--- config.mk ---
export PLATFORM = sky130hd
export DESIGN_NAME = pezaris_seq_mult
export DESIGN_NICKNAME = d
export VERILOG_FILES = /design/src/rtl/pezaris_seq_mult_pkg.sv /design/src/rtl/pezaris_seq_mult_csa_row.sv /design/src/rtl/pezaris_seq_mult.sv
export SDC_FILE = /design/constraint.sdc
export NUM_CORES = 1
export LEC_CHECK = 0
export CORE_MARGIN = 5
export CORE_UTILIZATION = 25
export DETAILED_ROUTE_END_ITERATION = 8
export MAX_ROUTING_LAYER = met4
export PLACE_DENSITY = 0.39
export REMOVE_ABC_BUFFERS = 1
export SYNTH_ARGS = -nofsm -noshare
export SYNTH_HDL_FRONTEND = slang
export SYNTH_SLANG_ARGS = --single-unit
--- constraint.sdc ---
create_clock -name clk -period 3.16 [get_ports clk]
set_clock_uncertainty 0.1 [all_clocks]
set_input_delay 0.632 -clock clk [delete_from_list [all_inputs] [get_ports clk]]
set_output_delay 0.632 -clock clk [all_outputs]
set_load 0.01 [all_outputs]
--- src/rtl/pezaris_seq_mult_pkg.sv ---
// pezaris_pkg: shared state type and sizing helpers for the Pezaris multiplier.
// Mode select (signed/unsigned) is added by defining PEZARIS_SEQ_MULT_MODE_EN.
package pezaris_pkg;

   typedef enum logic [1:0] {
      IDLE,
      ACCUM,
      RESOLVE,
      DONE
   } state_t;

   function automatic int prod_w(input int w);
      return 2 * w;
   endfunction

   function automatic int cnt_w(input int w);
      return $clog2(w);
   endfunction

   // Each negated cell contributes ~x - 1; the 2*(w-1) hidden -1 terms
   // sum to -(2^(2w-1)) + 2^w, i.e. bits w and 2w-1 modulo 2^(2w).
   function automatic logic [63:0] sign_corr(input int w);
      logic [63:0] c;
      c = '0;
      c[w] = 1'b1;
      c[2*w-1] = 1'b1;
      return c;
   endfunction

endpackage

--- src/rtl/pezaris_seq_mult_csa_row.sv ---
// pezaris_csa_row: one row of full adders for the sequential Pezaris multiplier.
// typ[j]=1 makes cell j a type-1 cell whose partial-product term enters negated.
module pezaris_csa_row
   import pezaris_pkg::*;
#(
   parameter int WIDTH = 8
) (
   input  logic [WIDTH-1:0] x,
   input  logic [WIDTH-1:0] y,
   input  logic [WIDTH-1:0] a,
   input  logic             bk,
   input  logic [WIDTH-1:0] typ,
   output logic [WIDTH-1:0] s,
   output logic [WIDTH-1:0] c
);

   logic [WIDTH-1:0] pp;

   // Gate the row's partial product, then reduce three vectors to sum/carry
   always_comb begin
      pp = (a & {WIDTH{bk}}) ^ typ;
      s  = x ^ y ^ pp;
      c  = (x & y) | (x & pp) | (y & pp);
   end

endmodule

--- src/rtl/pezaris_seq_mult.sv ---
// pezaris_seq_mult: iterative two's-complement multiplier, one carry-save row per cycle.
// Define PEZARIS_SEQ_MULT_MODE_EN to add in_signed (runtime signed/unsigned select).
module pezaris_seq_mult
   import pezaris_pkg::*;
#(
   parameter int WIDTH = 8
) (
   input  logic               clk,
   input  logic               rst_n,
   input  logic               in_valid,
   output logic               in_ready,
   input  logic [WIDTH-1:0]   in_a,
   input  logic [WIDTH-1:0]   in_b,
`ifdef PEZARIS_SEQ_MULT_MODE_EN
   input  logic               in_signed,
`endif
   output logic               out_valid,
   input  logic               out_ready,
   output logic [2*WIDTH-1:0] out_p,
   output logic               busy
);

   localparam int PW = prod_w(WIDTH);
   localparam int CW = cnt_w(WIDTH);
   localparam logic [63:0] CORR_ALL = sign_corr(WIDTH);
   localparam logic [PW-1:0] CORR = CORR_ALL[PW-1:0];

   state_t state, state_n;

   logic [WIDTH-1:0] a_q;
   logic [WIDTH-1:0] b_q;
   logic [PW-1:0]    sum_q;
   logic [PW-1:0]    carry_q;
   logic [PW-1:0]    sum_n;
   logic [PW-1:0]    carry_n;
   logic [CW-1:0]    k_q;
   logic [CW:0]      kx;
   logic [CW:0]      k1;

   logic [WIDTH-1:0] row_x;
   logic [WIDTH-1:0] row_y;
   logic [WIDTH-1:0] row_t;
   logic [WIDTH-1:0] row_s;
   logic [WIDTH-1:0] row_c;

   logic last;
   logic accept;
   logic sgn;
   logic sgn_in;

`ifdef PEZARIS_SEQ_MULT_MODE_EN
   logic sgn_q;

   assign sgn_in = in_signed;
   assign sgn    = sgn_q;

   // Operation mode captured with the operands
   always_ff @(posedge clk or negedge rst_n) begin
      if (!rst_n) begin
         sgn_q <= 1'b0;
      end else if (accept) begin
         sgn_q <= in_signed;
      end
   end
`else
   assign sgn_in = 1'b1;
   assign sgn    = 1'b1;
`endif

   assign in_ready = rst_n && (state == IDLE);
   assign busy     = (state != IDLE);
   assign accept   = in_valid && in_ready;
   assign last     = (k_q == CW'(WIDTH - 1));

   // Next-state logic for the operation sequence
   always_comb begin
      state_n = state;
      unique case (state)
         IDLE: begin
            if (accept) state_n = ACCUM;
         end
         ACCUM: begin
            if (last) state_n = RESOLVE;
         end
         RESOLVE: begin
            state_n = DONE;
         end
         DONE: begin
            if (out_valid && out_ready) state_n = IDLE;
         end
         default: begin
            state_n = IDLE;
         end
      endcase
   end

   // Select the active column window and the cell types for row k
   always_comb begin
      kx    = {1'b0, k_q};
      k1    = kx + 1'b1;
      row_x = sum_q[kx +: WIDTH];
      row_y = carry_q[kx +: WIDTH];
      row_t = '0;
      if (sgn) begin
         if (last) begin
            row_t = {1'b0, {(WIDTH-1){1'b1}}};
         end else begin
            row_t = {1'b1, {(WIDTH-1){1'b0}}};
         end
      end
   end

   pezaris_csa_row #(
      .WIDTH (WIDTH)
   ) u_row (
      .x   (row_x),
      .y   (row_y),
      .a   (a_q),
      .bk  (b_q[k_q]),
      .typ (row_t),
      .s   (row_s),
      .c   (row_c)
   );

   // Write the row back: sums in place, carries one column up
   always_comb begin
      sum_n   = sum_q;
      carry_n = carry_q;
      sum_n[kx +: WIDTH]   = row_s;
      carry_n[kx +: WIDTH] = '0;
      carry_n[k1 +: WIDTH] = row_c;
   end

   // State register, datapath registers and output handshake
   always_ff @(posedge clk or negedge rst_n) begin
      if (!rst_n) begin
         state     <= IDLE;
         a_q       <= '0;
         b_q       <= '0;
         sum_q     <= '0;
         carry_q   <= '0;
         k_q       <= '0;
         out_p     <= '0;
         out_valid <= 1'b0;
      end else begin
         state <= state_n;
         unique case (state)
            IDLE: begin
               if (accept) begin
                  a_q     <= in_a;
                  b_q     <= in_b;
                  sum_q   <= sgn_in ? CORR : '0;
                  carry_q <= '0;
                  k_q     <= '0;
               end
            end
            ACCUM: begin
               sum_q   <= sum_n;
               carry_q <= carry_n;
               k_q     <= k_q + 1'b1;
            end
            RESOLVE: begin
               out_p <= sum_q + carry_q;
            end
            DONE: begin
               out_valid <= !(out_valid && out_ready);
            end
            default: begin
               out_valid <= 1'b0;
            end
         endcase
      end
   end

endmodule

==> summary.md, run 1 <==
| Metric | Value |
|---|---|
| Status | finished clean |
| Worst hold path type | reg2reg |
| CP max stage cell | fa_1 |
| Register area | 0.001729 mm^2 |
| N_diodes | 0 |
| RR Endpoint | sum_q[4] |
| Crit-path most repeated cell | buf_6 |
| Drt pass-1 iters | 6 |
| Die height | about 160 um |
| Critical Path, Cell by Cell | buf_6 > buf_6 > mux2_2 > a221o_1 > o21ai_1 > fa_1 > o21bai_4 > mux4_2 > a31oi_1 > nor2_1 > nor3_1 |
| Vias in the first global route | between 5,000 and 6,000 |
| R2r startpoint | k_q[1] |
| Crit path DAT | between 3 and 4 ns |
| Cts bufs inserted | 9 |
| Sequential share of the synthesized area | 0.2919 |
| Flops & latches, synth | 69 |
| CP Capture Type | flop |
| Hold path start | out_p[4] |
| Slowest cell delay on critical path | between 0.4 and 0.5 ns |
| Post-Syn Area | a little under 0.006 mm^2 |
| Fillers | 2,482 |
| # Max-Cap Violations | 0 |
| RD Place Congestion | around 0.94 |
| Largest net degree at the start of global routing | 52 |
| Layout cells sized above 1 | 0.2935 |
| Die width | about 160 um |
| Nets | 820 |
| Largest cells by area after synthesis | dfrtp_1 (29%), mux2i_1 (7.3%), mux2_2 (6.3%) |
| Fmax achieved | approximately 0.32 GHz |
| Flop2flop setup slack | approximately 0.0035 ns |
| Yosys top cell by area | dfrtp_1 |
| Slew @ Worst Pin | between 0.7 and 0.8 ns |
| DR vias/cell | about 5.2 |
| Final Hold Vio Count | 0 |
| Slew Viols, Final | 0 |
| # IOs | 39 |
| WL final | around 24 mm |
| Crit path max fanout | 10 |
| PortBufs | 38 |
| Setup-failing EPs final | 0 |
| Initial drt markers | 494 |
| Site Rows | 56 |
| Drt wl/cell | ~22 um |
| Area share of the leading cell type in the synthesized netlist | 0.2919 |
| Via count | roughly 5,700 |
| Hold Path Depth | 1 |
| Area of the multi-input gates | roughly 0.0041 mm^2 |
| TNS Setup | 0 ns |
| Top-count cell post-synth | dfrtp_1 |
| CP Class | reg2reg |
| Critical path startpoint | k_q[1] |
| Mean Syn Cell Area | around 9.0 um^2 |
| First-pass GRT wire length | 36.13 mm |
| DIE AREA | ~0.027 mm^2 |
| Core ar. | approximately 0.023 mm^2 |
| TritonCTS clock tree | built |
| Register-to-Register Path Depth | 11 |
| Ys async rst share | 1.000 |
| Htree depth | 3 |
| Number of enable flip-flop cells after synthesis | 0 |
| Sinks on Clock Net | just under 70 |
| Synth warnings | 0 |
| Post-synth top cells | dfrtp_1 (69), nand2_1 (63), nor2_1 (50), mux2i_1 (43), a21oi_1 (40) |
| Final worst path period need | between 3 and 4 ns |
| Synthesis-to-finish area growth | 35.32% |
| Post-DP HPWL | roughly 18 mm |
| Worst-Skew Late Latency | between 0.3 and 0.4 ns |
| Ratio of final minimum period to clock period | 0.9989 |
| Gate count of the mapped netlist | 659 |
| Critical Path RT | roughly 3.3 ns |
| Drt drc | 0 |
| Synth cell types | 73 |
| Initial antenna violation count | 0 |
| Hold endpoint | out_p[4] |
| Synth Flop Type | dfrtp_1 |
| Post-route ant nets | 0 |
| Tot GR Track Use | 0.1855 |
| Clk buf depth | 2 |
| Startpoint types | flop |
| GRT Residual Overflow | 0 |
| Clock transition at the registers of the reported paths | around 0.060 ns |
| Worst rel slew slack | 0.4740 |
| RSZ-0062 raised after global routing | yes |
| Clock root cell | clkbuf_16 |
| Initial Util | 0.2528 |
## registers in the layout (all words and copies together) (netlist names)
signal / flops
a_q: 8
b_q: 8
carry_q: 15
k_q: 3
out_p: 16
out_valid: 1
state: 2
sum_q: 16
## area by class of cell
cell class,count,share of cell area
flip-flops and latches,69,0.2160
repair buffers,146,0.1613
clock buffers,11,0.03157
multi-input cells,519,0.5180
clock inverters,5,0.01329
inverters,20,0.01000
well taps,319,0.04986
## critical path, delay by kind of cell, from the launching register on
kind / cells / cell delay (ns)
muxes: 2 / 0.82
AOI/OAI and AO/OA: 4 / 0.74
adders and majority gates: 1 / 0.47
DFF: 1 / 0.44
buffers and inverters: 2 / 0.29
and+or+nand+nor: 2 / 0.22
## timing repair
action / CTS / global route
pin swaps: 13 / 17
gates cloned: 0 / 0
hold buffers: 1 / 0
endpoints found under the setup margin: 16 / 16
resized for setup: 32 / 38
endpoints found under the hold margin: 1 / 0
buffers inserted: 7 / 2
## worst max-delay path by stage
stage,cells after the start,end
global route,12,sum_q[4]
floorplan,10,sum_q[4]
CTS,10,sum_q[13]
detailed placement,10,sum_q[13]
global placement,10,sum_q[4]
finish,11,sum_q[4]
## through the flow
stage | hold slack [ns] | utilization | instance area, um^2 | setup WS (ns) | std cells
finish | 0.3941 | 0.3421 | 8005 | 0.003458 | 1089
global route | 0.4184 | 0.3421 | 8005 | -0.1166 | 1089
CTS | 0.3951 | 0.3337 | 7809 | 0.001593 | 1088
detailed placement | 0.3616 | 0.3103 | 7261 | -0.3502 | 1064
global placement | 0.3617 | 0.3103 | 7261 | -0.2893 | 1064
floorplan | 0.2364 | - | 5675 | -0.9930 | 608
## metal layers
metal | GRT usage | share of wire | wire [um]
met4 | 0.04842 | 0.022 | 524
met5 | - | 0 | 0
met2 | 0.2989 | 0.48 | 11320
met1 | 0.2381 | 0.45 | 10610
met3 | 0.03940 | 0.057 | 1356
## logic make-up after synthesis
group / after synthesis / share of synthesized area
AO/OA/AOI/OAI: 179 / 0.2054
AND/OR/NAND/NOR: 203 / 0.1652
adder cells (fa/ha/maj): 35 / 0.08418
buffers and inverters: 71 / 0.05330
XOR/XNOR: 14 / 0.02073
multiplexers: 88 / 0.1794
flip-flops: 69 / 0.2919
## layout by cell type (no fill, tap or decap), types with 6 or more instances in the layout
cell type | Yosys | final
nor3_1 | 19 | 18
o211ai_1 | 6 | 6
inv_1 | 18 | 18
and2_1 | 10 | 10
nand4_1 | 7 | 7
buf_6 | 2 | 10
a21oi_1 | 40 | 36
xnor2_1 | 12 | 8
fa_2 | 0 | 6
nand3_1 | 17 | 17
o21a_1 | 6 | 6
mux2i_1 | 43 | 33
mux2_2 | 33 | 29
dfrtp_1 | 69 | 67
nand2b_1 | 7 | 7
buf_4 | 4 | 93
o21ai_1 | 12 | 15
clkdlybuf4s50_1 | 0 | 37
o21ai_0 | 30 | 26
clkbuf_16 | 0 | 9
a31oi_1 | 12 | 10
nand2_1 | 63 | 61
o31ai_1 | 8 | 7
ha_1 | 27 | 26
mux2i_2 | 0 | 7
nor2b_1 | 6 | 6
mux4_2 | 11 | 11
nor2_1 | 50 | 50
Power of run 1 is not shown: default switching activity piles up to over one toggle a cycle in this logic, so the estimate is an artifact.
==> inputs of run 2 (changes only) <==
--- a/config.mk
+++ b/config.mk
@@ -5,9 +5,11 @@
 export SDC_FILE = /design/constraint.sdc
 export NUM_CORES = 1
 export LEC_CHECK = 0
+export ABC_CLOCK_PERIOD_IN_PS = 3160
 export CORE_MARGIN = 5
 export CORE_UTILIZATION = 25
 export DETAILED_ROUTE_END_ITERATION = 8
+export GPL_TIMING_DRIVEN = 1
 export MAX_ROUTING_LAYER = met4
 export PLACE_DENSITY = 0.39
 export REMOVE_ABC_BUFFERS = 1
==> results of run 2 <==
No change in the layout: final DEF, timing and power equal those of run 1.
Power of run 2 is left out for the same reason.
==> inputs of run 3 (changes only) <==
--- a/config.mk
+++ b/config.mk
@@ -7,12 +7,13 @@
 export LEC_CHECK = 0
 export ABC_CLOCK_PERIOD_IN_PS = 3160
 export CORE_MARGIN = 5
-export CORE_UTILIZATION = 25
+export CORE_UTILIZATION = 35
 export DETAILED_ROUTE_END_ITERATION = 8
 export GPL_TIMING_DRIVEN = 1
 export MAX_ROUTING_LAYER = met4
-export PLACE_DENSITY = 0.39
+export PLACE_DENSITY = 0.51
 export REMOVE_ABC_BUFFERS = 1
+export SLEW_MARGIN = 20
 export SYNTH_ARGS = -nofsm -noshare
 export SYNTH_HDL_FRONTEND = slang
 export SYNTH_SLANG_ARGS = --single-unit
==> run 3 against run 2 <==
Against the previous run: the run now ends with setup timing left; final area decreased by 2.3%; sequential cell count unchanged; global-route usage increased by 4.9 points; register-to-register slack got worse by 0.04 ns.
==> summary.md, run 3 (synthesis gave the netlist of run 1 again) <==
| Metric | Value |
|---|---|
| Status | finished, violations left |
| Failing checks | setup timing |
| Largest net degree at the start of global routing | 68 (+31%) |
| Fmax achieved | 0.3129 GHz (-1.2%) |
| Slew Viols, Final | 0 (unchanged) |
| Sinks on Clock Net | 69 (unchanged) |
| Setup-failing EPs final | 7 (+7) |
| Slew @ Worst Pin | 0.9150 ns (+0.1260 ns) |
| Vias in the first global route | 5,790 (+1.1%) |
| Worst hold path type | reg2reg |
| Site Rows | 47 (-16%) |
| PortBufs | 38 (unchanged) |
| Critical Path, Cell by Cell | buf_12 > buf_8 > mux2i_2 > mux4_2 > fa_2 > mux2_4 > nor2_2 > a21oi_2 > o221a_1 > a211oi_2 |
| # Max-Cap Violations | 0 (unchanged) |
| CP Class | reg2reg |
| First-pass GRT wire length | 34.61 mm (-4.2%) |
| DR vias/cell | 5.911 (+13%) |
| Die height | 140.0 um (-15%) |
| # IOs | 39 (unchanged) |
| Slowest cell delay on critical path | 0.55 ns (+0.08 ns) |
| Clock transition at the registers of the reported paths | 0.06 ns (about the same) |
| Area of the multi-input gates | 0.004230 mm^2 (+2.0%) |
| Post-route ant nets | 0 (unchanged) |
| Drt wl/cell | 22.86 um (+4.6%) |
| Post-DP HPWL | 16.59 mm (-9.7%) |
| Most frequent cells in the layout | buf_4 (86), dfrtp_1 (67), nand2_1 (56), nor2_1 (45) |
| Crit path DAT | 3.35 ns (+0.03 ns) |
| Ratio of final minimum period to clock period | 1.011 (+0.01243) |
| Initial drt markers | 547 (+11%) |
| RD Place Congestion | 0.9687 (+2.7%) |
| WL final | 22.36 mm (-6.1%) |
| R2r startpoint | k_q[1] |
| Drt pass-1 iters | 5 (-1) |
| Commonest non-fill, non-tap cell in the layout | buf_4 |
| DIE AREA | 0.01960 mm^2 (-27%) |
| Die width | 140.0 um (-15%) |
| CP Capture Type | flop |
| GRT Residual Overflow | 0 (unchanged) |
| Final Hold Vio Count | 0 (unchanged) |
| Fillers | 1,601 (-35%) |
| Top flop regs | out_p x16, sum_q x16, carry_q x15 |
| Initial Util | 0.3567 (+0.1039) |
| Critical Path RT | 3.32 ns (about the same) |
| CP max stage cell | dfrtp_4 |
| Drt drc | 0 (unchanged) |
| Via count | 5,781 (+1.5%) |
| Clock root cell | clkbuf_16 |
| Tot GR Track Use | 0.2342 (+0.04872) |
| Hold path start | out_p[11] |
| Final design utilization | 0.4714 (+0.1293) |
| Core ar. | 0.01658 mm^2 (-29%) |
| Synthesis-to-finish area growth | 32.15% |
| Register area | 0.001732 mm^2 (+0.14%) |
| RSZ-0062 raised after global routing | yes |
| Clk buf depth | 2 (unchanged) |
| Cts bufs inserted | 9 (unchanged) |
| Initial antenna violation count | 0 (unchanged) |
| Dpl cells | 957 (-10%) |
| Setup ws final | -0.03582 ns (-0.03928 ns) |
| Worst-Skew Late Latency | 0.35 ns (about the same) |
| Startpoint types | flop |
| N_diodes | 0 (unchanged) |
| Final Non-Filler Cells | 978 (-10%) |
| Nets | 808 (-1.5%) |
| TritonCTS clock tree | built |
| Crit path max fanout | 8 (-2) |
| Worst rel slew slack | 0.3900 (-0.08402) |
| Htree depth | 3 (unchanged) |
| Layout cells sized above 1 | 0.3008 (+0.007285) |
| Final worst path period need | 3.196 ns (+0.03928 ns) |
| Critical path startpoint | k_q[1] |
-- run 3: repair_timing --
item                       CTS  global route
hold buffers                 1             0
buffers inserted             5             0
resized for setup           42            47
hold endpoints to repair     2             0
setup endpoints to repair   18            18
pin swaps                   21            16
-- run 3: path summary, 6_finish.rpt --
check,to,slack (ns),cells past startpoint
min,out_p[11],0.39,2
min in group asynchronous,carry_q[12],0.66,2
max reg2reg,sum_q[1],-0.04,10
min reg2reg,out_p[11],0.39,2
max in group asynchronous,k_q[1],1.13,3
max,sum_q[1],-0.04,10
-- run 3: final cells by class --
| class | instances | share of cell area |
|---|---|---|
| Sequential cell | 69 | 0.2215 |
| Tap cell | 220 | 0.03521 |
| Clock inverter | 5 | 0.01040 |
| Inverter | 20 | 0.009923 |
| Clock buffer | 11 | 0.03233 |
| Timing Repair Buffer | 134 | 0.1495 |
| Multi-Input combinational cell | 519 | 0.5411 |
-- run 3: metal layers --
metal  GRT usage  part of all wire
met5           -                 0
met4     0.09332             0.041
met2      0.3568              0.45
met1      0.3064              0.44
met3     0.04772             0.071
-- run 3: stage by stage --
| stage | TNS (ns) | setup WS [ns] | cell area (um^2) | hold WS (ns) |
|---|---|---|---|---|
| 2_1_floorplan | -20.51 | -0.9930 | 5675 | 0.2364 |
| 3_3_place_gp | -1.934 | -0.2017 | 7039 | 0.3515 |
| 3_5_place_dp | -2.854 | -0.3751 | 7039 | 0.3515 |
| 4_1_cts | -0.03099 | -0.01451 | 7594 | 0.3886 |
| 5_1_grt | -0.7339 | -0.1037 | 7818 | 0.4215 |
| 6_report | -0.1215 | -0.03582 | 7818 | 0.3919 |
-- run 3: critical path, delay by kind of cell, from the launching register on --
family	cells	cell delay, ns
multiplexers	3	1.02
flip-flops	1	0.55
adder cells (fa/ha/maj)	1	0.53
AO/OA/AOI/OAI	3	0.46
buffers and inverters	2	0.31
AND/OR/NAND/NOR	1	0.12
Power of run 3 is left out for the same reason.
